[config.mk]
export PLATFORM = sky130hd
export DESIGN_NAME = psk_symbol_mapper_flat
export DESIGN_NICKNAME = d
export VERILOG_FILES = /design/src/rtl/psk_symbol_mapper_if.sv /design/src/rtl/psk_symbol_mapper.sv /design/src/flat_wrapper.sv
export SDC_FILE = /design/constraint.sdc
export NUM_CORES = 1
export LEC_CHECK = 0
export BUFFER_PORTS_ARGS = -buffer_cell sky130_fd_sc_hd__buf_2
export CAP_MARGIN = 5
export CORE_MARGIN = 10
export CORE_UTILIZATION = 30
export CTS_BUF_LIST = sky130_fd_sc_hd__clkbuf_8
export DETAILED_ROUTE_END_ITERATION = 7
export SYNTH_ARGS = -nofsm -noshare
export SYNTH_HDL_FRONTEND = slang
export SYNTH_SLANG_ARGS = --single-unit
[constraint.sdc]
create_clock -name clk -period 3.2 [get_ports clk]
set_input_delay 0.16 -clock clk [delete_from_list [all_inputs] [get_ports clk]]
set_output_delay 0.16 -clock clk [all_outputs]
set_load 0.02 [all_outputs]
[src/rtl/psk_symbol_mapper_if.sv]
// Stream bundle around the PSK symbol mapper.
// Byte side:   mode, s_tdata, s_tvalid (towards mapper), s_tready (from mapper).
// Sample side: I_tdata, Q_tdata, I_tvalid, Q_tvalid (from mapper).
// master = byte source / sample sink, slave = the mapper itself.
interface psk_symbol_mapper_if #(
    parameter int WIDTH = 16
) ();
    logic                    mode;
    logic [7:0]              s_tdata;
    logic                    s_tvalid;
    logic                    s_tready;
    logic signed [WIDTH-1:0] I_tdata;
    logic signed [WIDTH-1:0] Q_tdata;
    logic                    I_tvalid;
    logic                    Q_tvalid;

    modport master (
        output mode, s_tdata, s_tvalid,
        input  s_tready, I_tdata, Q_tdata, I_tvalid, Q_tvalid
    );

    modport slave (
        input  mode, s_tdata, s_tvalid,
        output s_tready, I_tdata, Q_tdata, I_tvalid, Q_tvalid
    );
endinterface

[src/rtl/psk_symbol_mapper.sv]
// Transmit-side BPSK/QPSK symbol mapper. Bytes accepted over valid/ready are shifted out
// MSB-first as bits (BPSK) or dibits (QPSK); each symbol becomes a signed +/-AMP I/Q point
// held for SPS samples. Detector inverse: QPSK {b1,b0} = {sign(I), sign(Q)}, BPSK b = sign(I+Q).
// Ports:
//   clk         system clock
//   rst_32M768  synchronous active-high reset
//   bus         slave view: mode/s_tdata/s_tvalid in, s_tready out (combinational),
//               I_tdata/Q_tdata/I_tvalid/Q_tvalid out (registered)
module psk_symbol_mapper #(
    parameter int          WIDTH = 16,
    parameter int          AMP   = 8192,
    parameter int unsigned SPS   = 4
) (
    input logic                clk,
    input logic                rst_32M768,
    psk_symbol_mapper_if.slave bus
);

    localparam int unsigned SmpW = (SPS > 1) ? $clog2(SPS) : 1;
    localparam logic [SmpW-1:0] SmpLast = SmpW'(SPS - 1);
    localparam logic signed [WIDTH-1:0] AmpPos = WIDTH'(AMP);
    // AMP <= 2^(WIDTH-1)-1, so the negation always fits.
    localparam logic signed [WIDTH-1:0] AmpNeg = -AmpPos;

    typedef enum logic {StIdle, StSend} state_e;

    state_e                  state_q, state_d;
    logic [7:0]              sr_q, sr_d;
    logic                    m_q, m_d;
    logic [2:0]              sym_cnt_q, sym_cnt_d;
    logic [SmpW-1:0]         smp_cnt_q, smp_cnt_d;
    logic signed [WIDTH-1:0] i_q, i_d;
    logic signed [WIDTH-1:0] q_q, q_d;
    logic                    vld_q, vld_d;

    logic smp_last;
    logic sym_last;
    logic end_of_byte;
    logic ready;
    logic accept;

    always_comb begin
        smp_last    = (smp_cnt_q == SmpLast);
        sym_last    = (sym_cnt_q == (m_q ? 3'd3 : 3'd7));
        end_of_byte = (state_q == StSend) && smp_last && sym_last;
        // Held low during reset so no byte is taken on the reset edge.
        ready       = !rst_32M768 && ((state_q == StIdle) || end_of_byte);
        accept      = bus.s_tvalid && ready;
    end

    always_comb begin
        state_d   = state_q;
        sr_d      = sr_q;
        m_d       = m_q;
        sym_cnt_d = sym_cnt_q;
        smp_cnt_d = smp_cnt_q;

        if (accept) begin
            state_d   = StSend;
            sr_d      = bus.s_tdata;
            m_d       = bus.mode;
            sym_cnt_d = '0;
            smp_cnt_d = '0;
        end else if (end_of_byte) begin
            state_d   = StIdle;
            sym_cnt_d = '0;
            smp_cnt_d = '0;
        end else if (state_q == StSend) begin
            if (smp_last) begin
                smp_cnt_d = '0;
                sym_cnt_d = sym_cnt_q + 3'd1;
                sr_d      = m_q ? {sr_q[5:0], 2'b00} : {sr_q[6:0], 1'b0};
            end else begin
                smp_cnt_d = smp_cnt_q + 1'b1;
            end
        end

        // Samples are mapped from next-state so an accepted byte appears right after its edge.
        vld_d = (state_d == StSend);
        i_d   = '0;
        q_d   = '0;
        if (state_d == StSend) begin
            i_d = sr_d[7] ? AmpNeg : AmpPos;
            q_d = (m_d ? sr_d[6] : sr_d[7]) ? AmpNeg : AmpPos;
        end
    end

    always_ff @(posedge clk) begin
        if (rst_32M768) begin
            state_q   <= StIdle;
            sr_q      <= '0;
            m_q       <= 1'b0;
            sym_cnt_q <= '0;
            smp_cnt_q <= '0;
            i_q       <= '0;
            q_q       <= '0;
            vld_q     <= 1'b0;
        end else begin
            state_q   <= state_d;
            sr_q      <= sr_d;
            m_q       <= m_d;
            sym_cnt_q <= sym_cnt_d;
            smp_cnt_q <= smp_cnt_d;
            i_q       <= i_d;
            q_q       <= q_d;
            vld_q     <= vld_d;
        end
    end

    assign bus.s_tready = ready;
    assign bus.I_tdata  = i_q;
    assign bus.Q_tdata  = q_q;
    assign bus.I_tvalid = vld_q;
    assign bus.Q_tvalid = vld_q;

endmodule

[src/flat_wrapper.sv]
// flat-port wrapper written by rule: the top's interface ports become plain ports
module psk_symbol_mapper_flat 
#(
    parameter int          WIDTH = 16,
    parameter int          AMP   = 8192,
    parameter int unsigned SPS   = 4
)
  (clk, rst_32M768, bus_mode, bus_s_tdata, bus_s_tvalid, bus_s_tready, bus_I_tdata, bus_Q_tdata, bus_I_tvalid, bus_Q_tvalid);
  psk_symbol_mapper_if #(.WIDTH(WIDTH)) bus_i ();
  input logic clk;
  input logic rst_32M768;
  input wire logic [$bits(bus_i.mode)-1:0] bus_mode;
  input wire logic [$bits(bus_i.s_tdata)-1:0] bus_s_tdata;
  input wire logic [$bits(bus_i.s_tvalid)-1:0] bus_s_tvalid;
  output wire logic [$bits(bus_i.s_tready)-1:0] bus_s_tready;
  output wire logic [$bits(bus_i.I_tdata)-1:0] bus_I_tdata;
  output wire logic [$bits(bus_i.Q_tdata)-1:0] bus_Q_tdata;
  output wire logic [$bits(bus_i.I_tvalid)-1:0] bus_I_tvalid;
  output wire logic [$bits(bus_i.Q_tvalid)-1:0] bus_Q_tvalid;
  assign bus_i.mode = bus_mode;
  assign bus_i.s_tdata = bus_s_tdata;
  assign bus_i.s_tvalid = bus_s_tvalid;
  assign bus_s_tready = bus_i.s_tready;
  assign bus_I_tdata = bus_i.I_tdata;
  assign bus_Q_tdata = bus_i.Q_tdata;
  assign bus_I_tvalid = bus_i.I_tvalid;
  assign bus_Q_tvalid = bus_i.Q_tvalid;
  psk_symbol_mapper #(.WIDTH(WIDTH), .AMP(AMP), .SPS(SPS)) u_core (.clk(clk), .rst_32M768(rst_32M768), .bus(bus_i));
endmodule
Word-level counts from Yosys, hierarchy flattened
Index checks and enable logic that the tools add are counted.
{"block": "classes", "n_addsub": 2, "bitwise_logic": 2, "n_reduce_logical": 12, "mux": 13, "eq_ne": 3}
{"operator": "$mux W8", "n": 5}
{"operator": "$mux W16", "n": 2}
{"operator": "$logic_and A1 B1 Y1", "n": 4}
{"operator": "$mux W1", "n": 4}
{"operator": "$reduce_bool A2 Y1", "n": 2}
{"operator": "$add A3 B1 Y3 const B", "n": 1}
{"operator": "$eq A3 B3 Y1", "n": 1}
{"operator": "$mux W3", "n": 1}
{"operator": "$reduce_and A3 Y1", "n": 1}
{"operator": "$reduce_or A3 Y1", "n": 1}
{"operator": "$add A2 B1 Y2 const B", "n": 1}
{"operator": "$eq A2 B2 Y1 const B", "n": 1}
{"operator": "$mux W2", "n": 1}
{"operator": "$ne A2 B2 Y1 const B", "n": 1}
{"operator": "$not A1 Y1", "n": 2}
{"operator": "$reduce_and A2 Y1", "n": 1}
{"operator": "$reduce_or A2 Y1", "n": 1}
{"operator": "$logic_not A1 Y1", "n": 1}
{"operator": "$logic_or A1 B1 Y1", "n": 1}
{"block": "totals", "output_inout_bits": 35, "word_cells": 40, "inputBits": 12, "register_bits": 47}

Depth between registers and ports, before layout
Gate-level depths: netlist of run 1.
{"block": "depth", "ltp_word": 9, "depth_mapped": 6, "mapped_depth_nobuf": 5}

Worst setup path after synthesis of run 1
No wires, ideal clock.
{"block": "synth_timing", "path_type": "register to output", "startpoint": "register u_core.sym_cnt_q[0]", "endpoint": "output port bus_s_tready", "path_buffers": 1, "arrival_time_ns": 1.379, "path_slack_ns": 1.661, "stages_incl_launch_ff": 6, "t_required_ns": 3.040, "path_cell_list": "dfxtp_1 ha_1 clkbuf_1 nand2_1 o21a_1 nor2_1"}
{"block": "synth_via", "elab_chain_cells": 4}
{"element": "start: declaration", "line_no": "psk_symbol_mapper.sv:30", "source": "logic [2:0] sym_cnt_q, sym_cnt_d;"}
{"element": "start signal: assignment", "line_no": "psk_symbol_mapper.sv:102", "source": "sym_cnt_q <= sym_cnt_d;"}
{"element": "$eq A3 B3 Y1", "line_no": "psk_symbol_mapper.sv:44", "source": "sym_last = (sym_cnt_q == (m_q ? 3'd3 : 3'd7));"}
{"element": "$logic_and A1 B1 Y1", "line_no": "psk_symbol_mapper.sv:45", "source": "end_of_byte = (state_q == StSend) && smp_last && sym_last;"}
{"element": "$logic_or A1 B1 Y1", "line_no": "psk_symbol_mapper.sv:47", "source": "ready = !rst_32M768 && ((state_q == StIdle) || end_of_byte);"}
{"element": "$logic_and A1 B1 Y1", "line_no": "psk_symbol_mapper.sv:47"}
{"element": "end: declaration", "line_no": "flat_wrapper.sv:15", "source": "output wire logic [$bits(bus_i.s_tready)-1:0] bus_s_tready;"}
Every way passes these cells.

Worst setup path after layout of run 1
{"block": "layout_timing", "startpoint": "register u_core.m_q", "endpoint": "register u_core.sr_q[3]"}
{"block": "layout_via", "elab_chain_cells": 8}
{"element": "start: declaration", "line_no": "psk_symbol_mapper.sv:29", "source": "logic m_q, m_d;"}
{"element": "start signal: assignment", "line_no": "psk_symbol_mapper.sv:101", "source": "m_q <= m_d;"}
{"element": "$mux W3", "line_no": "psk_symbol_mapper.sv:44"}
{"element": "$eq A3 B3 Y1", "line_no": "psk_symbol_mapper.sv:44"}
{"element": "$logic_and A1 B1 Y1", "line_no": "psk_symbol_mapper.sv:45"}
{"element": "$logic_or A1 B1 Y1", "line_no": "psk_symbol_mapper.sv:47"}
{"element": "$logic_and A1 B1 Y1", "line_no": "psk_symbol_mapper.sv:47"}
{"element": "$logic_and A1 B1 Y1", "line_no": "psk_symbol_mapper.sv:48", "source": "accept = bus.s_tvalid && ready;"}
{"element": "$ne A2 B2 Y1 (no source line) / $reduce_bool A2 Y1 (equally long branches)"}
{"element": "$reduce_and A3 Y1 (no source line)"}
{"element": "end signal: assignment", "line_no": "psk_symbol_mapper.sv:100", "source": "sr_q <= sr_d;"}
{"element": "end: declaration", "line_no": "psk_symbol_mapper.sv:28", "source": "logic [7:0] sr_q, sr_d;"}
Parallel ways exist; a longest one is shown, timed or not. The select of a mux whose other input is x is not followed.
A chain may end at the register's enable or synchronous reset.

==> insert_results.sql, run 1 <==
INSERT INTO impl_metrics (metric_group, metric, value, unit) VALUES
('run_status', 'status', 'finished clean', ''),
('timing', 'timing_hold_violations_final', '0', ''),
('cts', 'root_buffer', 'sky130_fd_sc_hd__clkbuf_8', ''),
('placement', 'place.gp.congestion', '0.761', ''),
('timing', 'fin_worst_skew', '0.00408', 'ns'),
('power_and_ir_drop', 'ir_worst_vdd', '0.129', 'mV'),
('cts', 'postCtsSetupBuffers', '0', ''),
('cts', 'worst_skew_pair.late_latency', '0.25', 'ns'),
('synth', 'yosys_warnings', '0', ''),
('critical_path', 'critical_path.startpoint_type', 'flip-flop', ''),
('timing', 'tightestPinTransition', '0.565', 'ns'),
('timing', 'final_number_of_max_transition_violations', '0', ''),
('synth', 'synth_top_family_by_area', 'buffers and inverters', ''),
('drt', 'route.final.wire_length', '2350', 'um'),
('die', 'die_area', '0.00689', 'mm^2'),
('min_path', 'hold_end', 'u_core.sr_q[0]', ''),
('final_layout', 'area_delta_synth_final', '2.31', '%'),
('timing', 'maximum_clock_frequency', '516', 'MHz'),
('final_layout', 'final_nets', '161', ''),
('placement', 'placedInstanceArea', '0.00118', 'mm^2'),
('timing', 'grt_setup_unrepaired', 'false', ''),
('synth', 'synth_fa_ha_area_frac', '0.0210', ''),
('cts', 'cts.htree.levels', '1', ''),
('synth', 'synth-xor-area-share', '0.0358', ''),
('global_route', 'global_route_total_usage_across_every_layer', '0.0632', ''),
('synth', 'netlist_area', '0.00119', 'mm^2'),
('timing', 'final-setup-viol-count', '0', ''),
('final_layout', 'layout_commonest_cell', 'sky130_fd_sc_hd__conb_1', ''),
('global_route', 'global_route_wire_length_before_repair', '3750', 'um'),
('critical_path', 'arrival', '2.11', 'ns'),
('die', 'initial_utilization', '0.318', ''),
('final_layout', 'most-common-layout-cells', '26 x sky130_fd_sc_hd__conb_1, 20 x sky130_fd_sc_hd__buf_2, 18 x sky130_fd_sc_hd__dfxtp_1', ''),
('critical_path', 'path_class', 'flip-flop to flip-flop', ''),
('power_and_ir_drop', 'static-leakage-power', '0.000518', 'uW'),
('die', 'dieWidth', '83.0', 'um'),
('global_route', 'grt_overflow', '0', ''),
('final_layout', 'drive_above_1_share', '0.241', ''),
('drt', 'route.vias.total', '824', ''),
('synth', 'sequential_fraction_of_the_synthesis_area', '0.303', ''),
('die', 'die_y', '83.0', 'um'),
('final_layout', 'nFillCells', '422', ''),
('drt', 'drt_pass1_iterations', '4', ''),
('synth', 'synth_simple_gate_area_frac', '0.113', ''),
('critical_path', 'endpoint_kind', 'flip-flop', ''),
('placement', 'preCtsSetupSlack', '1.27', 'ns'),
('global_route', 'antenna_found_initial', '0', ''),
('critical_path', 'worstPathMaxFanout', '14', ''),
('cts', 'ctsHoldBuffers', '0', ''),
('critical_path', 'r2r-end', 'u_core.sr_q[3]', ''),
('cts', 'cts.path.max_buffers', '2', ''),
('drt', 'wire_per_inst', '12.2', 'um'),
('critical_path', 'cp.required', '3.37', 'ns'),
('timing', 'timing.setup.tns', '0', 'ns'),
('die', 'core.rowCount', '22', ''),
('critical_path', 'rrSetupSlack', '1.26', 'ns'),
('timing', 'postLayoutSetupSlackWorst', '1.26', 'ns'),
('global_route', 'grt_max_degree', '15', ''),
('critical_path', 'worstReg2RegStart', 'u_core.m_q', ''),
('cts', 'cts-buffers-inserted', '3', ''),
('min_path', 'classification_of_the_worst_slack_hold_path', 'input port to flip-flop', ''),
('timing', 'finalCriticalPeriod', '1.94', 'ns'),
('timing', 'max-slew-margin-rel', '0.623', ''),
('power_and_ir_drop', 'power.density', '412', 'mW/mm^2'),
('min_path', 'startpoint_of_the_lowest_slack_hold_path', 'bus_s_tdata[0]', ''),
('drt', 'drt.antenna.violating_nets', '0', ''),
('die', 'i_o_pins', '47', ''),
('die', 'design.core.area', '0.00374', 'mm^2'),
('cts', 'cts_repair_resize_count', '0', ''),
('global_route', 'grt_pass1_vias', '835', ''),
('synth', 'synth_cells', '133', ''),
('cts', 'tritoncts', 'yes', '');
sequential cells by signal, summed over array words and instances (netlist names):
register	flops
u_core.smp_cnt_q	2
u_core.sr_q	8
u_core.sym_cnt_q	3
u_core.m_q	1
u_core.bus.Q_tdata	2
u_core.state_q	1
u_core.bus.I_tdata	1
area by class of cell:
cell class              instances  area, um^2  area share
inverters                       2        7.51     0.00617
multi-input cells             102         648       0.532
repair buffers                 20         100      0.0822
flip-flops and latches         18         360       0.296
well taps                      48        60.1      0.0493
clock buffers                   3        41.3      0.0339
worst max-delay path, stage by stage, from the launching register on:
cell,delay [ns]
sky130_fd_sc_hd__dfxtp_1,0.67
sky130_fd_sc_hd__xor2_2,0.20
sky130_fd_sc_hd__a41oi_2,0.56
sky130_fd_sc_hd__nand2_1,0.23
sky130_fd_sc_hd__o22ai_1,0.20
worst max-delay path by stage:
stage / to / slack, ns / cells after the start
3_5_place_dp: u_core.sr_q[6] / 1.27 / 4
6_report: u_core.sr_q[3] / 1.26 / 4
4_1_cts: u_core.sr_q[6] / 1.25 / 4
2_1_floorplan: bus_s_tready / 1.66 / 5
3_3_place_gp: u_core.sr_q[3] / 1.31 / 4
5_1_grt: u_core.sr_q[4] / 1.01 / 4
cells in the mapped netlist:
library cell	number	area [um^2]
sky130_fd_sc_hd__buf_6	2	22.5
sky130_fd_sc_hd__xnor2_1	1	8.76
sky130_fd_sc_hd__clkbuf_2	1	5.00
sky130_fd_sc_hd__nand4_1	1	6.26
sky130_fd_sc_hd__a22oi_1	1	7.51
sky130_fd_sc_hd__clkinv_1	1	3.75
sky130_fd_sc_hd__a21oi_4	1	16.3
sky130_fd_sc_hd__buf_4	31	233
sky130_fd_sc_hd__o211ai_1	1	7.51
sky130_fd_sc_hd__nand2_1	9	33.8
sky130_fd_sc_hd__o22a_1	1	8.76
sky130_fd_sc_hd__nor4b_1	1	8.76
sky130_fd_sc_hd__nor2b_1	2	12.5
sky130_fd_sc_hd__a41oi_2	1	16.3
sky130_fd_sc_hd__o21a_1	1	7.51
sky130_fd_sc_hd__nor3b_1	1	7.51
sky130_fd_sc_hd__nand3_1	4	20.0
sky130_fd_sc_hd__a311oi_1	1	8.76
sky130_fd_sc_hd__a21oi_1	4	20.0
sky130_fd_sc_hd__o21ai_2	1	8.76
sky130_fd_sc_hd__mux2_2	7	78.8
sky130_fd_sc_hd__a21o_2	1	8.76
sky130_fd_sc_hd__nor2_1	12	45.0
sky130_fd_sc_hd__inv_1	1	3.75
sky130_fd_sc_hd__xor2_1	2	17.5
sky130_fd_sc_hd__o21ai_0	5	25.0
sky130_fd_sc_hd__clkbuf_1	2	7.51
sky130_fd_sc_hd__conb_1	1	3.75
sky130_fd_sc_hd__mux2i_1	11	110
sky130_fd_sc_hd__ha_1	2	25.0
sky130_fd_sc_hd__xor2_2	1	16.3
sky130_fd_sc_hd__dfxtp_1	18	360
sky130_fd_sc_hd__o22ai_1	4	25.0
stage by stage:
step | instances | total power [uW]
detailed placement | 190 | 351
global route | 193 | 524
global placement | 190 | 350
CTS | 193 | 505
floorplan | 158 | 360
finish | 193 | 502
routing by layer:
| layer | GRT usage | share of wire |
|---|---|---|
| met3 | 0.0234 | 0.099 |
| met4 | 0.0369 | 0.017 |
| met2 | 0.101 | 0.46 |
| met1 | 0.0696 | 0.42 |
| met5 | 0 | 0 |
cells by family (layout without fill, tap and decap cells):
family          Yosys count  count (layout)
buf+inv                  38              25
compound gates           22              22
flops                    18              18
fa+ha+maj                 2               2
other cells               1              26
mux                      18              18
xor+xnor                  4               4
simple gates             30              30
power by group:
part / switching [uW] / internal (uW)
registers: 12.3 / 236
logic: 67.5 / 31.6
clock network: 71.1 / 83.6
Note: power is estimated with default switching activity, not from simulation.
==> run 2, diff against run 1 <==
Clock period 3.2 ns to 2 ns, I/O delays scaled along.
==> run 2 against run 1 <==
  * Utilization grew 0.77 points
  * Clock-buffer cell count grew 1
  * Sequential share of layout area fell by 0.68 points
  * Setup slack got worse by 0.99 ns
  * Flip-flop and latch count unchanged
  * Global-route usage grew 0.44 points
  * Final cell count is 1.6% higher
  * First-iteration DRC count increased by 4.5%
  * Critical path depth is 1 higher
  * Register-to-register slack got worse by 0.98 ns
  * Non-clock buffer count rose by 2
  * Clock power grew 92%
==> insert_results.sql, run 2 (same netlist as run 1, synthesis figures left out) <==
INSERT INTO impl_metrics (metric_group, metric, value, unit) VALUES
('timing', 'grt_setup_unrepaired', 'false', ''),
('cts', 'cts_repair_resize_count', '0', ''),
('timing', 'final-setup-viol-count', '0', ''),
('placement', 'port_buffers', '20', ''),
('die', 'dieWidth', '83.0', 'um'),
('global_route', 'global_route_wire_length_before_repair', '4020', 'um'),
('cts', 'ctsHoldBuffers', '0', ''),
('die', 'die_area', '0.00689', 'mm^2'),
('final_layout', 'core_util_final', '0.333', ''),
('global_route', 'grt_pass1_vias', '889', ''),
('final_layout', 'largest_reg_flops', '8', ''),
('placement', 'placedInstanceArea', '0.00119', 'mm^2'),
('drt', 'route.vias.total', '840', ''),
('cts', 'cts-buffers-inserted', '3', ''),
('cts', 'tritoncts', 'yes', ''),
('critical_path', 'worst_path_max_delay_cell', 'sky130_fd_sc_hd__dfxtp_1', ''),
('critical_path', 'startpoint', 'u_core.sym_cnt_q[0]', ''),
('flow_run', 'max_cap_viol_count', '0', ''),
('final_layout', 'n_antenna_cell', '0', ''),
('die', 'design.core.area', '0.00374', 'mm^2'),
('timing', 'final_number_of_max_transition_violations', '0', ''),
('placement', 'place.gp.congestion', '0.761', ''),
('timing', 'max-slew-margin-rel', '0.604', ''),
('power_and_ir_drop', 'ir_worst_vdd', '0.246', 'mV'),
('power_and_ir_drop', 'pwr-share-comb', '0.198', ''),
('power_and_ir_drop', 'pwr-share-seq', '0.455', ''),
('drt', 'detailedRoute.firstIterationViolations', '70', ''),
('cts', 'cts.path.max_buffers', '2', ''),
('critical_path', 'rrSetupSlack', '0.28', 'ns'),
('timing', 'min_period_over_period', '0.866', ''),
('cts', 'cts.htree.levels', '1', ''),
('timing', 'whs', '0.0955', 'ns'),
('min_path', 'classification_of_the_worst_slack_hold_path', 'input port to flip-flop', ''),
('min_path', 'startpoint_of_the_lowest_slack_hold_path', 'bus_s_tdata[0]', ''),
('critical_path', 'critPathMaxStageDelay', '0.36', 'ns'),
('critical_path', 'worst_path_dominant_cell_family', 'flip-flops', ''),
('cts', 'clock-sinks', '18', ''),
('drt', 'route.final.wire_length', '2400', 'um'),
('global_route', 'global_route_total_usage_across_every_layer', '0.0675', ''),
('critical_path', 'critical_path.startpoint_type', 'flip-flop', ''),
('global_route', 'antenna_found_initial', '0', ''),
('cts', 'clock_pin_slew_reported_for_the_worst_setup_and_hold_paths_after_clock_tree_synthesis', '0.07', 'ns'),
('critical_path', 'arrival', '1.63', 'ns'),
('final_layout', 'post-route-cell-area', '0.00125', 'mm^2'),
('critical_path', 'worstPathCellList', 'ha_1, nand2_1, o21a_1, nor2_1, buf_2', ''),
('final_layout', 'layout_commonest_cell', 'sky130_fd_sc_hd__conb_1', ''),
('power_and_ir_drop', 'power.density', '688', 'mW/mm^2'),
('die', 'initial_utilization', '0.318', ''),
('drt', 'drt.antenna.violating_nets', '0', ''),
('final_layout', 'final_nets', '163', ''),
('critical_path', 'endpoint_kind', 'primary output', ''),
('drt', 'wire_per_inst', '12.3', 'um'),
('critical_path', 'worstPathMaxFanout', '6', ''),
('global_route', 'grt_overflow', '0', ''),
('final_layout', 'nFillCells', '413', ''),
('final_layout', 'largest_registers', 'u_core.sr_q x8, u_core.sym_cnt_q x3', ''),
('power_and_ir_drop', 'p_int', '605', 'uW'),
('critical_path', 'cp.required', '1.90', 'ns'),
('cts', 'postCtsSetupBuffers', '0', ''),
('drt', 'viasPerCell', '4.29', ''),
('die', 'die_y', '83.0', 'um'),
('final_layout', 'largest_register', 'u_core.sr_q', ''),
('power_and_ir_drop', 'sw_frac_of_total', '0.293', ''),
('cts', 'worst_skew_pair.late_latency', '0.25', 'ns'),
('timing', 'tightestPinTransition', '0.594', 'ns'),
('run_status', 'status', 'finished clean', ''),
('cts', 'root_buffer', 'sky130_fd_sc_hd__clkbuf_8', ''),
('final_layout', 'drive_above_1_share', '0.257', ''),
('timing', 'timing.setup.tns', '0', 'ns'),
('critical_path', 'worstReg2RegStart', 'u_core.sym_cnt_q[0]', ''),
('critical_path', 'worst-path-buf-inv', '1', ''),
('power_and_ir_drop', 'power.switching', '251', 'uW'),
('power_and_ir_drop', 'static-leakage-power', '0.000536', 'uW'),
('final_layout', 'multi_input_area', '648', 'um^2'),
('final_layout', 'most-common-layout-cells', '26 x sky130_fd_sc_hd__conb_1, 20 x sky130_fd_sc_hd__buf_2, 18 x sky130_fd_sc_hd__dfxtp_1', ''),
('die', 'i_o_pins', '47', ''),
('final_layout', 'area_delta_synth_final', '4.73', '%'),
('timing', 'fin_worst_skew', '0.00479', 'ns'),
('critical_path', 'path_class', 'flip-flop to primary output', ''),
('power_and_ir_drop', 'clk_pwr_share', '0.347', ''),
('drt', 'drt_pass1_iterations', '4', ''),
('placement', 'final_hpwl_from_detailed_placement', '1970', 'um'),
('global_route', 'grt_max_degree', '14', ''),
('final_layout', 'ff_latch_area', '360', 'um^2'),
('drt', 'drc', '0', ''),
('timing', 'timing_hold_violations_final', '0', ''),
('timing', 'maximum_clock_frequency', '577', 'MHz'),
('die', 'core.rowCount', '22', ''),
('timing', 'finalCriticalPeriod', '1.73', 'ns');
## run 2: cell types whose count changed in the layout (fill, tap and decap cells not counted)
cell,before,now
sky130_fd_sc_hd__buf_4,0,2
sky130_fd_sc_hd__clkbuf_8,3,4
## run 2: through the flow
step | power, uW | instances | setup WS, ns
6_report | 857 | 196 | 0.268
5_1_grt | 898 | 196 | 0.128
4_1_cts | 862 | 196 | 0.258
3_5_place_dp | 567 | 192 | 0.292
3_3_place_gp | 566 | 192 | 0.300
2_1_floorplan | 576 | 158 | 0.503
## run 2: final timing paths
path                         endpoint  cells after the start
setup / recovery         bus_s_tready                      5
hold / removal         u_core.sr_q[0]                      3
setup reg to reg       u_core.sr_q[6]                      4
hold reg to reg   u_core.sym_cnt_q[1]                      2
## run 2: worst min-delay path, stage by stage
cell	delay, ns
sky130_fd_sc_hd__buf_2	0.09
sky130_fd_sc_hd__nand2_1	0.05
sky130_fd_sc_hd__o21ai_0	0.06
## run 2: metal layers
layer	up-vias	global-route usage	part of all wire
met5	-	0	0
met4	0	0.0415	0.025
met3	4	0.0234	0.076
met2	30	0.109	0.45
met1	379	0.0741	0.45
li1	427	-	-
## run 2: cell type report
cell class | instances | share of cell area
clock buffers | 4 | 0.0442
inverters | 2 | 0.00602
multi-input cells | 102 | 0.520
flip-flops and latches | 18 | 0.289
well taps | 48 | 0.0482
repair buffers | 22 | 0.0924
## run 2: power by group through the flow
stage                     Sequential (uW)  Clock [uW]  Combinational [uW]
after CTS                             390         303                 169
after global routing                  393         317                 188
after detailed placement              398           0                 168
after global placement                398           0                 168
after floorplan                       400           0                 175
final                                 390         297                 170
==> run 3, diff against run 2 <==
Settings changed: BUFFER_PORTS_ARGS -buffer_cell sky130_fd_sc_hd__buf_2 to not set, CTS_CLUSTER_SIZE set to 16, DONT_BUFFER_PORTS set to 1.
==> run 3 against run 2 <==
  * Global-route usage grew 0.15 points
  * Non-clock buffer count down 12
  * Register-to-register slack lost 0.14 ns
  * Power decreased by 6.1%
  * Critical path type is now flip-flop to flip-flop
  * Fmax down 6.8%
  * Setup slack worse by 0.13 ns
  * Combinational power fell by 13%
  * Clock skew shrank 0.0043 ns
  * Sequential power is 3% higher
  * Largest power group unchanged
==> insert_results.sql, run 3 (same netlist as run 1, synthesis figures left out) <==
INSERT INTO impl_metrics (metric_group, metric, value, unit) VALUES
('global_route', 'global_route_wire_length_before_repair', '3970', 'um'),
('timing', 'timing.setup.tns', '0', 'ns'),
('global_route', 'grt_overflow', '0', ''),
('critical_path', 'cp.required', '2.14', 'ns'),
('drt', 'drt.antenna.violating_nets', '0', ''),
('timing', 'min_period_over_period', '0.929', ''),
('critical_path', 'path_class', 'flip-flop to flip-flop', ''),
('cts', 'clock-sinks', '18', ''),
('die', 'core.rowCount', '22', ''),
('timing', 'fin_worst_skew', '0.000482', 'ns'),
('final_layout', 'most-common-layout-cells', '26 x sky130_fd_sc_hd__conb_1, 18 x sky130_fd_sc_hd__dfxtp_1, 12 x sky130_fd_sc_hd__nor2_1', ''),
('die', 'i_o_pins', '47', ''),
('run_status', 'status', 'finished clean', ''),
('critical_path', 'cpMostUsedCell', 'sky130_fd_sc_hd__nor2_1', ''),
('placement', 'place.gp.congestion', '0.784', ''),
('timing', 'maximum_clock_frequency', '538', 'MHz'),
('cts', 'worst_skew_pair.late_latency', '0.25', 'ns'),
('critical_path', 'worst_path_max_delay_cell', 'sky130_fd_sc_hd__dlygate4sd3_1', ''),
('timing', 'grt_setup_unrepaired', 'false', ''),
('cts', 'clock_pin_slew_reported_for_the_worst_setup_and_hold_paths_after_clock_tree_synthesis', '0.07', 'ns'),
('power_and_ir_drop', 'ir_worst_vdd', '0.230', 'mV'),
('timing', 'tightestPinTransition', '0.547', 'ns'),
('timing', 'final-setup-viol-count', '0', ''),
('drt', 'viasPerCell', '4.33', ''),
('placement', 'placedInstanceArea', '0.00110', 'mm^2'),
('die', 'die_y', '83.0', 'um'),
('power_and_ir_drop', 'static-leakage-power', '0.000471', 'uW'),
('drt', 'drc', '0', ''),
('critical_path', 'critical_path.startpoint_type', 'flip-flop', ''),
('cts', 'postCtsSetupBuffers', '0', ''),
('cts', 'cts.htree.levels', '1', ''),
('drt', 'drt_pass1_iterations', '4', ''),
('die', 'design.core.area', '0.00374', 'mm^2'),
('timing', 'timing_hold_violations_final', '0', ''),
('critical_path', 'worstPathMaxFanout', '6', ''),
('final_layout', 'n_antenna_cell', '0', ''),
('final_layout', 'drive_above_1_share', '0.148', ''),
('flow_run', 'max_cap_viol_count', '0', ''),
('global_route', 'grt_max_degree', '14', ''),
('drt', 'detailedRoute.firstIterationViolations', '80', ''),
('cts', 'cts-buffers-inserted', '3', ''),
('final_layout', 'largest_registers', 'u_core.sr_q x8, u_core.sym_cnt_q x3', ''),
('drt', 'route.final.wire_length', '2490', 'um'),
('critical_path', 'endpoint_kind', 'flip-flop', ''),
('placement', 'final_hpwl_from_detailed_placement', '2000', 'um'),
('final_layout', 'final_nets', '151', ''),
('die', 'initial_utilization', '0.318', ''),
('timing', 'max-slew-margin-rel', '0.635', ''),
('critical_path', 'arrival', '2.00', 'ns'),
('cts', 'root_buffer', 'sky130_fd_sc_hd__clkbuf_8', ''),
('timing', 'final_number_of_max_transition_violations', '0', ''),
('cts', 'cts.path.max_buffers', '2', ''),
('critical_path', 'worstPathCellList', 'ha_2, nand2_1, o21a_1, nor2_1, nor2_1, dlygate4sd3_1', ''),
('global_route', 'grt_pass1_vias', '800', ''),
('power_and_ir_drop', 'power.total', '805', 'uW'),
('drt', 'wire_per_inst', '13.6', 'um'),
('die', 'dieWidth', '83.0', 'um'),
('global_route', 'antenna_found_initial', '0', ''),
('critical_path', 'critPathMaxStageDelay', '0.55', 'ns'),
('final_layout', 'nFillCells', '415', ''),
('die', 'die_area', '0.00689', 'mm^2'),
('placement', 'port_buffers', '0', ''),
('final_layout', 'area_delta_synth_final', '2.10', '%'),
('final_layout', 'layout_commonest_cell', 'sky130_fd_sc_hd__conb_1', ''),
('final_layout', 'largest_reg_flops', '8', ''),
('cts', 'tritoncts', 'yes', ''),
('drt', 'route.vias.total', '792', ''),
('timing', 'finalCriticalPeriod', '1.86', 'ns'),
('power_and_ir_drop', 'power.density', '662', 'mW/mm^2'),
('final_layout', 'post-route-cell-area', '0.00121', 'mm^2'),
('min_path', 'classification_of_the_worst_slack_hold_path', 'input port to flip-flop', ''),
('global_route', 'global_route_total_usage_across_every_layer', '0.0691', ''),
('final_layout', 'largest_register', 'u_core.sr_q', '');
-- run 3: path summary, 6_finish.rpt --
| path | from | endpoint | slack, ns | cells after the start |
|---|---|---|---|---|
| worst max-delay path | u_core.sym_cnt_q[1] | u_core.state_q | 0.14 | 6 |
| worst min-delay path | bus_s_tdata[4] | u_core.sr_q[4] | 0.004 | 2 |
| worst max register to register | u_core.sym_cnt_q[1] | u_core.state_q | 0.14 | 6 |
| worst min register to register | u_core.sr_q[0] | u_core.sr_q[0] | 0.49 | 2 |
-- run 3: what timing repair did --
action                                 CTS  global route
endpoints found under the hold margin    7             1
setup endpoints to repair                0             1
hold buffers                             6             1
resized for setup                        0             2
-- run 3: final cells by class --
cell class / instances / area, um^2 / share of cell area
multi-input cells: 102 / 653 / 0.538
flip-flops and latches: 18 / 360 / 0.297
repair buffers: 10 / 92.6 / 0.0762
well taps: 48 / 60.1 / 0.0494
clock buffers: 3 / 41.3 / 0.0340
inverters: 2 / 7.51 / 0.00618
-- run 3: metrics by stage --
stage	setup WS (ns)	std cells	hold WS (ns)	util
global placement	0.226	173	0.175	0.293
CTS	0.0439	182	0.00339	0.321
detailed placement	0.228	173	0.174	0.293
floorplan	0.503	158	0.231	-
finish	0.142	183	0.00408	0.325
global route	0.0192	183	0.0143	0.325
-- run 3: where the power goes --
part | total, uW | internal, uW | leakage, uW | switching (uW)
Clock | 256 | 134 | 0.0000216 | 122
Sequential | 401 | 377 | 0.000148 | 23.6
Combinational | 148 | 49.8 | 0.000302 | 98.6
Total | 805 | 561 | 0.000471 | 244
-- run 3: critical path, delay by kind of cell (launching register included) --
kind	cells	cell delay [ns]
buffers and inverters	1	0.55
DFF	1	0.36
and+or+nand+nor	3	0.30
adders and majority gates	1	0.29
AOI/OAI and AO/OA	1	0.24
-- run 3: layer usage --
layer | vias to the layer above | wire length [um] | global-route usage | share of wire
met4 | 0 | 56 | 0.0415 | 0.022
li1 | 402 | - | - | -
met3 | 4 | 133 | 0.0186 | 0.053
met2 | 30 | 1230 | 0.114 | 0.49
met1 | 356 | 1070 | 0.0773 | 0.43
met5 | - | 0 | 0 | 0
